<file path="src/rtl/pipe_hazard_unit.sv">
// Hazard and forwarding controller: stage enables, flushes, EX operand bypass, multi-cycle stall.
// Optional perf counters are built only when HAZ_PERF_EN is defined.
module pipe_hazard_unit #(
  parameter int DWIDTH  = 32,
  parameter int REG_AW  = 5,
  parameter int MUL_LAT = 3,
  parameter int CNT_W   = 32
) (
  input  logic              clk,
  input  logic              rst,
  input  logic [REG_AW-1:0] id_rs1_id,
  input  logic [REG_AW-1:0] id_rs2_id,
  input  logic              id_rs1_used,
  input  logic              id_rs2_used,
  input  logic              ex_valid,
  input  logic [REG_AW-1:0] ex_rs1_id,
  input  logic [REG_AW-1:0] ex_rs2_id,
  input  logic [DWIDTH-1:0] ex_rs1_raw,
  input  logic [DWIDTH-1:0] ex_rs2_raw,
  input  logic [REG_AW-1:0] ex_rdst_id,
  input  logic              ex_we_reg,
  input  logic              ex_mem_read,
  input  logic              ex_is_mul,
  input  logic              ex_redirect,
  input  logic [REG_AW-1:0] mem_rdst_id,
  input  logic              mem_we_reg,
  input  logic [DWIDTH-1:0] mem_fwd_data,
  input  logic [REG_AW-1:0] wb_rdst_id,
  input  logic              wb_we_reg,
  input  logic [DWIDTH-1:0] wb_fwd_data,
  output logic              pc_write,
  output logic              ifid_write,
  output logic              idex_write,
  output logic              ifid_flush,
  output logic              idex_flush,
  output logic              exmem_flush,
  output logic [DWIDTH-1:0] ex_rs1_fwd,
  output logic [DWIDTH-1:0] ex_rs2_fwd,
  output logic [1:0]        fwd_sel1,
  output logic [1:0]        fwd_sel2,
  output logic              mul_done,
  output logic [CNT_W-1:0]  stall_cycles,
  output logic [CNT_W-1:0]  flush_events
);

  localparam int CW = (MUL_LAT > 1) ? $clog2(MUL_LAT) : 1;
  localparam logic [CW-1:0] CNT_LAST = CW'(MUL_LAT - 1);

  typedef enum logic {IDLE, BUSY} mul_state_e;

  mul_state_e  state;
  logic [CW-1:0] cnt;
  logic        mul_stall;
  logic        redirect_acc;
  logic        load_use;

  assign mul_stall    = ex_valid && ex_is_mul && (cnt != CNT_LAST);
  assign mul_done     = ex_valid && ex_is_mul && (cnt == CNT_LAST);
  assign redirect_acc = ex_redirect && !mul_stall;
  assign load_use     = ex_valid && ex_mem_read && ex_we_reg && (ex_rdst_id != '0) &&
                        ((id_rs1_used && (id_rs1_id == ex_rdst_id)) ||
                         (id_rs2_used && (id_rs2_id == ex_rdst_id)));

  always_ff @(posedge clk or negedge rst) begin
    if (!rst) begin
      state <= IDLE;
      cnt   <= '0;
    end else begin
      case (state)
        IDLE: begin
          if (mul_stall) begin
            cnt   <= cnt + 1'b1;
            state <= BUSY;
          end else begin
            cnt <= '0;
          end
        end
        BUSY: begin
          if (mul_stall) begin
            cnt <= cnt + 1'b1;
          end else begin
            cnt   <= '0;
            state <= IDLE;
          end
        end
        default: begin
          cnt   <= '0;
          state <= IDLE;
        end
      endcase
    end
  end

  // Priority: multi-cycle stall, then redirect (squashes the dependent), then load-use.
  always_comb begin
    pc_write    = 1'b1;
    ifid_write  = 1'b1;
    idex_write  = 1'b1;
    ifid_flush  = 1'b0;
    idex_flush  = 1'b0;
    exmem_flush = 1'b0;
    if (mul_stall) begin
      pc_write    = 1'b0;
      ifid_write  = 1'b0;
      idex_write  = 1'b0;
      exmem_flush = 1'b1;
    end else if (redirect_acc) begin
      ifid_flush = 1'b1;
      idex_flush = 1'b1;
    end else if (load_use) begin
      pc_write   = 1'b0;
      ifid_write = 1'b0;
      idex_flush = 1'b1;
    end
  end

  always_comb begin
    fwd_sel1 = 2'b00;
    if (mem_we_reg && (mem_rdst_id == ex_rs1_id) && (ex_rs1_id != '0)) begin
      fwd_sel1 = 2'b01;
    end else if (wb_we_reg && (wb_rdst_id == ex_rs1_id) && (ex_rs1_id != '0)) begin
      fwd_sel1 = 2'b10;
    end
    fwd_sel2 = 2'b00;
    if (mem_we_reg && (mem_rdst_id == ex_rs2_id) && (ex_rs2_id != '0)) begin
      fwd_sel2 = 2'b01;
    end else if (wb_we_reg && (wb_rdst_id == ex_rs2_id) && (ex_rs2_id != '0)) begin
      fwd_sel2 = 2'b10;
    end
  end

  always_comb begin
    case (fwd_sel1)
      2'b01:   ex_rs1_fwd = mem_fwd_data;
      2'b10:   ex_rs1_fwd = wb_fwd_data;
      default: ex_rs1_fwd = ex_rs1_raw;
    endcase
    case (fwd_sel2)
      2'b01:   ex_rs2_fwd = mem_fwd_data;
      2'b10:   ex_rs2_fwd = wb_fwd_data;
      default: ex_rs2_fwd = ex_rs2_raw;
    endcase
  end

`ifdef HAZ_PERF_EN
  logic [CNT_W-1:0] stall_q;
  logic [CNT_W-1:0] flush_q;

  always_ff @(posedge clk or negedge rst) begin
    if (!rst) begin
      stall_q <= '0;
      flush_q <= '0;
    end else begin
      if (!pc_write && (stall_q != '1)) stall_q <= stall_q + 1'b1;
      if (redirect_acc && (flush_q != '1)) flush_q <= flush_q + 1'b1;
    end
  end

  assign stall_cycles = stall_q;
  assign flush_events = flush_q;
`else
  assign stall_cycles = '0;
  assign flush_events = '0;
`endif

endmodule

</file>
<file path="config.mk">
export PLATFORM = sky130hd
export DESIGN_NAME = pipe_hazard_unit
export DESIGN_NICKNAME = d
export VERILOG_FILES = /design/src/rtl/pipe_hazard_unit.sv
export SDC_FILE = /design/constraint.sdc
export NUM_CORES = 1
export LEC_CHECK = 0
export BUFFER_PORTS_ARGS = -buffer_cell sky130_fd_sc_hd__buf_4
export CORE_AREA = 2 2 120 122
export DETAILED_ROUTE_END_ITERATION = 10
export DIE_AREA = 0 0 122 124
export SLEW_MARGIN = 20
export SYNTH_ARGS = -nofsm -noshare
export SYNTH_HDL_FRONTEND = slang
export SYNTH_SLANG_ARGS = --single-unit
</file>
<file path="constraint.sdc">
create_clock -name clk -period 2.1 [get_ports clk]
set_input_delay 0 -clock clk [delete_from_list [all_inputs] [get_ports clk]]
set_output_delay 0 -clock clk [all_outputs]
set_load 0.02 [all_outputs]
</file>
==> impl_metrics.json <==
{
  "synth_top_cell_area_share": 0.2211,
  "reg2reg_slack_ns": 1.01,
  "synth_seq_area_share": 0.01866,
  "hpwl_um": 12250,
  "endpoint": "ex_rs2_fwd[24]",
  "slew_viol_final": 0,
  "yosys_warnings": 0,
  "crit_chain": "buf_4 -> or4_4 -> o211ai_4 -> buf_4 -> o21ai_1 -> a31oi_1 -> buf_4",
  "crit_top_cell": "buf_4",
  "cp-start-kind": "primary input",
  "grt_max_degree": 33,
  "cts_max_path_buffers": 2,
  "portBuffers": 248,
  "total_power_w": 0.001506,
  "start_util": 0.1955,
  "drc_errors": 0,
  "ant_nets": 0,
  "fin_nets": 844,
  "worstSetupStartpoint": "ex_rs2_id[1]",
  "vias": 4239,
  "area_delta_synth_final_pct": 71.50,
  "p_seq_frac": 0.028,
  "layout_worst_path_cycle_share": 0.8252,
  "setup_tns_ns": 0,
  "power_density_nw_per_um2": 327.3,
  "finalSetupViolations": 0,
  "cp-end-kind": "output port",
  "synth_top_family_by_area": "compound AO/OA/AOI/OAI gates",
  "r2r_end": "cnt[1]",
  "grtUsageTotal": 0.1870,
  "total_leakage_power_nw": 1.997,
  "cts_buffers": 3,
  "switchingPower_w": 0.0007339,
  "grt_pass1_wl_um": 22200,
  "cts_tree": "yes",
  "io_pins": 313,
  "fp-row-count": 43,
  "drt_wl_total_um": 15410,
  "syn_avg_cell_area_um2": 6.139,
  "max_stage_delay_ns": 0.58,
  "synthTopCellsByCount": "79 x buf_4, 64 x a31oi_1, 64 x nand3_1, 64 x nor3_1, 54 x o21ai_1",
  "required_ns": 2.10,
  "synth_compound_gate_area_share": 0.3074,
  "clk_pin_slew_ns": 0.03,
  "top_regs": "cnt (2)",
  "path_class": "in2out",
  "largest_reg_flops": 2,
  "crit_fanout": 18,
  "synth_flop_cell": "dfrtp_1",
  "antenna_found_initial": 0,
  "wl_per_cell_um": 18.19,
  "yosysTopAreaCell": "buf_4",
  "cts-resized-gates": 0,
  "synthDistinctLibCells": 33,
  "cap_viol_max_count": 0,
  "hold_viol": 0,
  "diodes": 0,
  "dr.pass1.iters": 4,
  "hp-class": "in2async",
  "irDropWorstVdd_mv": 0.5839,
  "drive_above_1_share": 0.4303,
  "finalCriticalPeriod_ns": 1.733,
  "ys_seq_elements": 2,
  "regMostFlops": "cnt",
  "clockPowerShare": 0.190,
  "reg2reg_from": "cnt[0]",
  "rsz0062_at_grt": "no",
  "dieArea_um2": 15130,
  "outcome": "finished clean",
  "netlist_top_cells_area": "buf_4 22%, a31oi_1 15%, nand3_1 12%, nor3_1 12%, o21ai_1 10%",
  "vias_per_cell": 5.005,
  "die_height_um": 124,
  "htree_levels": 1,
  "fmax_ghz": 0.5771,
  "cp_slowest_cell": "or4_4",
  "worstSkewPairLatency_ns": 0.22,
  "r2r_cells": 4,
  "syn-cell-area_um2": 2683,
  "coreArea_um2": 13720,
  "synth-simple-area-share": 0.2943,
  "cts_root_buffer": "clkbuf_16",
  "grt_pass1_vias": 4170,
  "p_comb_frac": 0.782,
  "place_congestion": 0.7907,
  "synth_adder_area_share": 0.004664,
  "async_flop_share": 1.000,
  "yosys.area_share.xor_xnor": 0.09795,
  "overflow": 0,
  "clock_sinks": 2,
  "die_w_um": 122,
  "yosysMostFrequentCell": "buf_4",
  "drt_iter0_drc": 255,
  "cp.arrival_ns": 1.73,
  "synth-edff-count": 0,
  "syn_inst": 437,
  "synth.area.mux_share": 0,
  "skew_ns": 0.001746,
  "p_int_w": 0.0007721,
  "switching_share": 0.4873
}
cell usage in the layout, fill, tap and decap left out, types with 2 or more instances in the layout:
cell       instances
a31oi_1           64
and4_1             2
buf_4            274
clkbuf_16          3
conb_1            64
dfrtp_1            2
inv_1              3
inv_2              2
nand3_1           64
nand4_1            4
nor2_1             2
nor3_1            64
nor3_2             2
nor4_1             2
o211a_1            2
o211ai_4           4
o21ai_0           10
o21ai_1           54
or2_1              2
or4_4              2
xnor2_1           22
xor2_1             8
routing by layer:
layer	part of all wire	track usage	routed length [um]	vias up
li1	-	-	-	1967
met1	0.37	0.2180	5704	1944
met4	0.019	0.05101	286	0
met2	0.51	0.3534	7934	303
met3	0.096	0.02839	1481	25
met5	0	0	0	-
cells by family (layout without fill, tap and decap cells):
| kind of cell | Yosys count | in the layout |
|---|---|---|
| other | 1 | 64 |
| buffers and inverters | 116 | 283 |
| AOI/OAI and AO/OA | 138 | 138 |
| xor gates and xnor gates | 30 | 30 |
| adders and majority gates | 1 | 1 |
| and+or+nand+nor | 149 | 149 |
| DFF | 2 | 2 |
power by group through the flow:
stage	logic [W]	clock network (W)	registers (W)
3_3_place_gp	0.00117	0	0.0000418
6_report	0.00118	0.000287	0.0000415
2_1_floorplan	0.000664	0	0.0000417
3_5_place_dp	0.00117	0	0.0000419
4_1_cts	0.00117	0.000290	0.0000415
5_1_grt	0.00126	0.000296	0.0000418
through the flow:
stage	setup slack (ns)	cell area, um^2	hold slack, ns	instances	util
2_1_floorplan	0.4335	2919	-0.2956	500	-
3_3_place_gp	0.3717	4516	-0.2163	843	0.3291
3_5_place_dp	0.3847	4516	-0.2161	843	0.3291
4_1_cts	0.3842	4601	0.09643	847	0.3353
5_1_grt	0.2738	4601	0.1057	847	0.3353
6_report	0.3671	4601	0.1099	847	0.3353
worst min path at each step:
stage | startpoint | end | slack, ns | cells after the start
global route | rst | cnt[1] | 0.11 | 2
floorplan | rst | cnt[0] | -0.30 | 0
detailed placement | rst | cnt[1] | -0.22 | 1
CTS | rst | cnt[1] | 0.1 | 2
finish | rst | cnt[1] | 0.11 | 2
global placement | rst | cnt[1] | -0.22 | 1
area by class of cell:
| type | count | area [um^2] |
|---|---|---|
| clock buffer | 3 | 75.07 |
| tap | 180 | 225.2 |
| inverter | 5 | 18.77 |
| multi-input combinational | 382 | 2165 |
| sequential | 2 | 50.05 |
| fill | 1522 | 9119 |
| timing repair buffer | 275 | 2067 |
critical path, delay by kind of cell:
family | cells | cell delay (ns)
buf+inv | 3 | 0.58
simple gates | 1 | 0.58
compound gates | 3 | 0.56
repair_timing:
item	CTS	global route
hold buffers	1	0
setup endpoints to repair	0	0
buffers inserted	0	0
hold endpoints to repair	2	0
(Power assumes the default switching activity.)
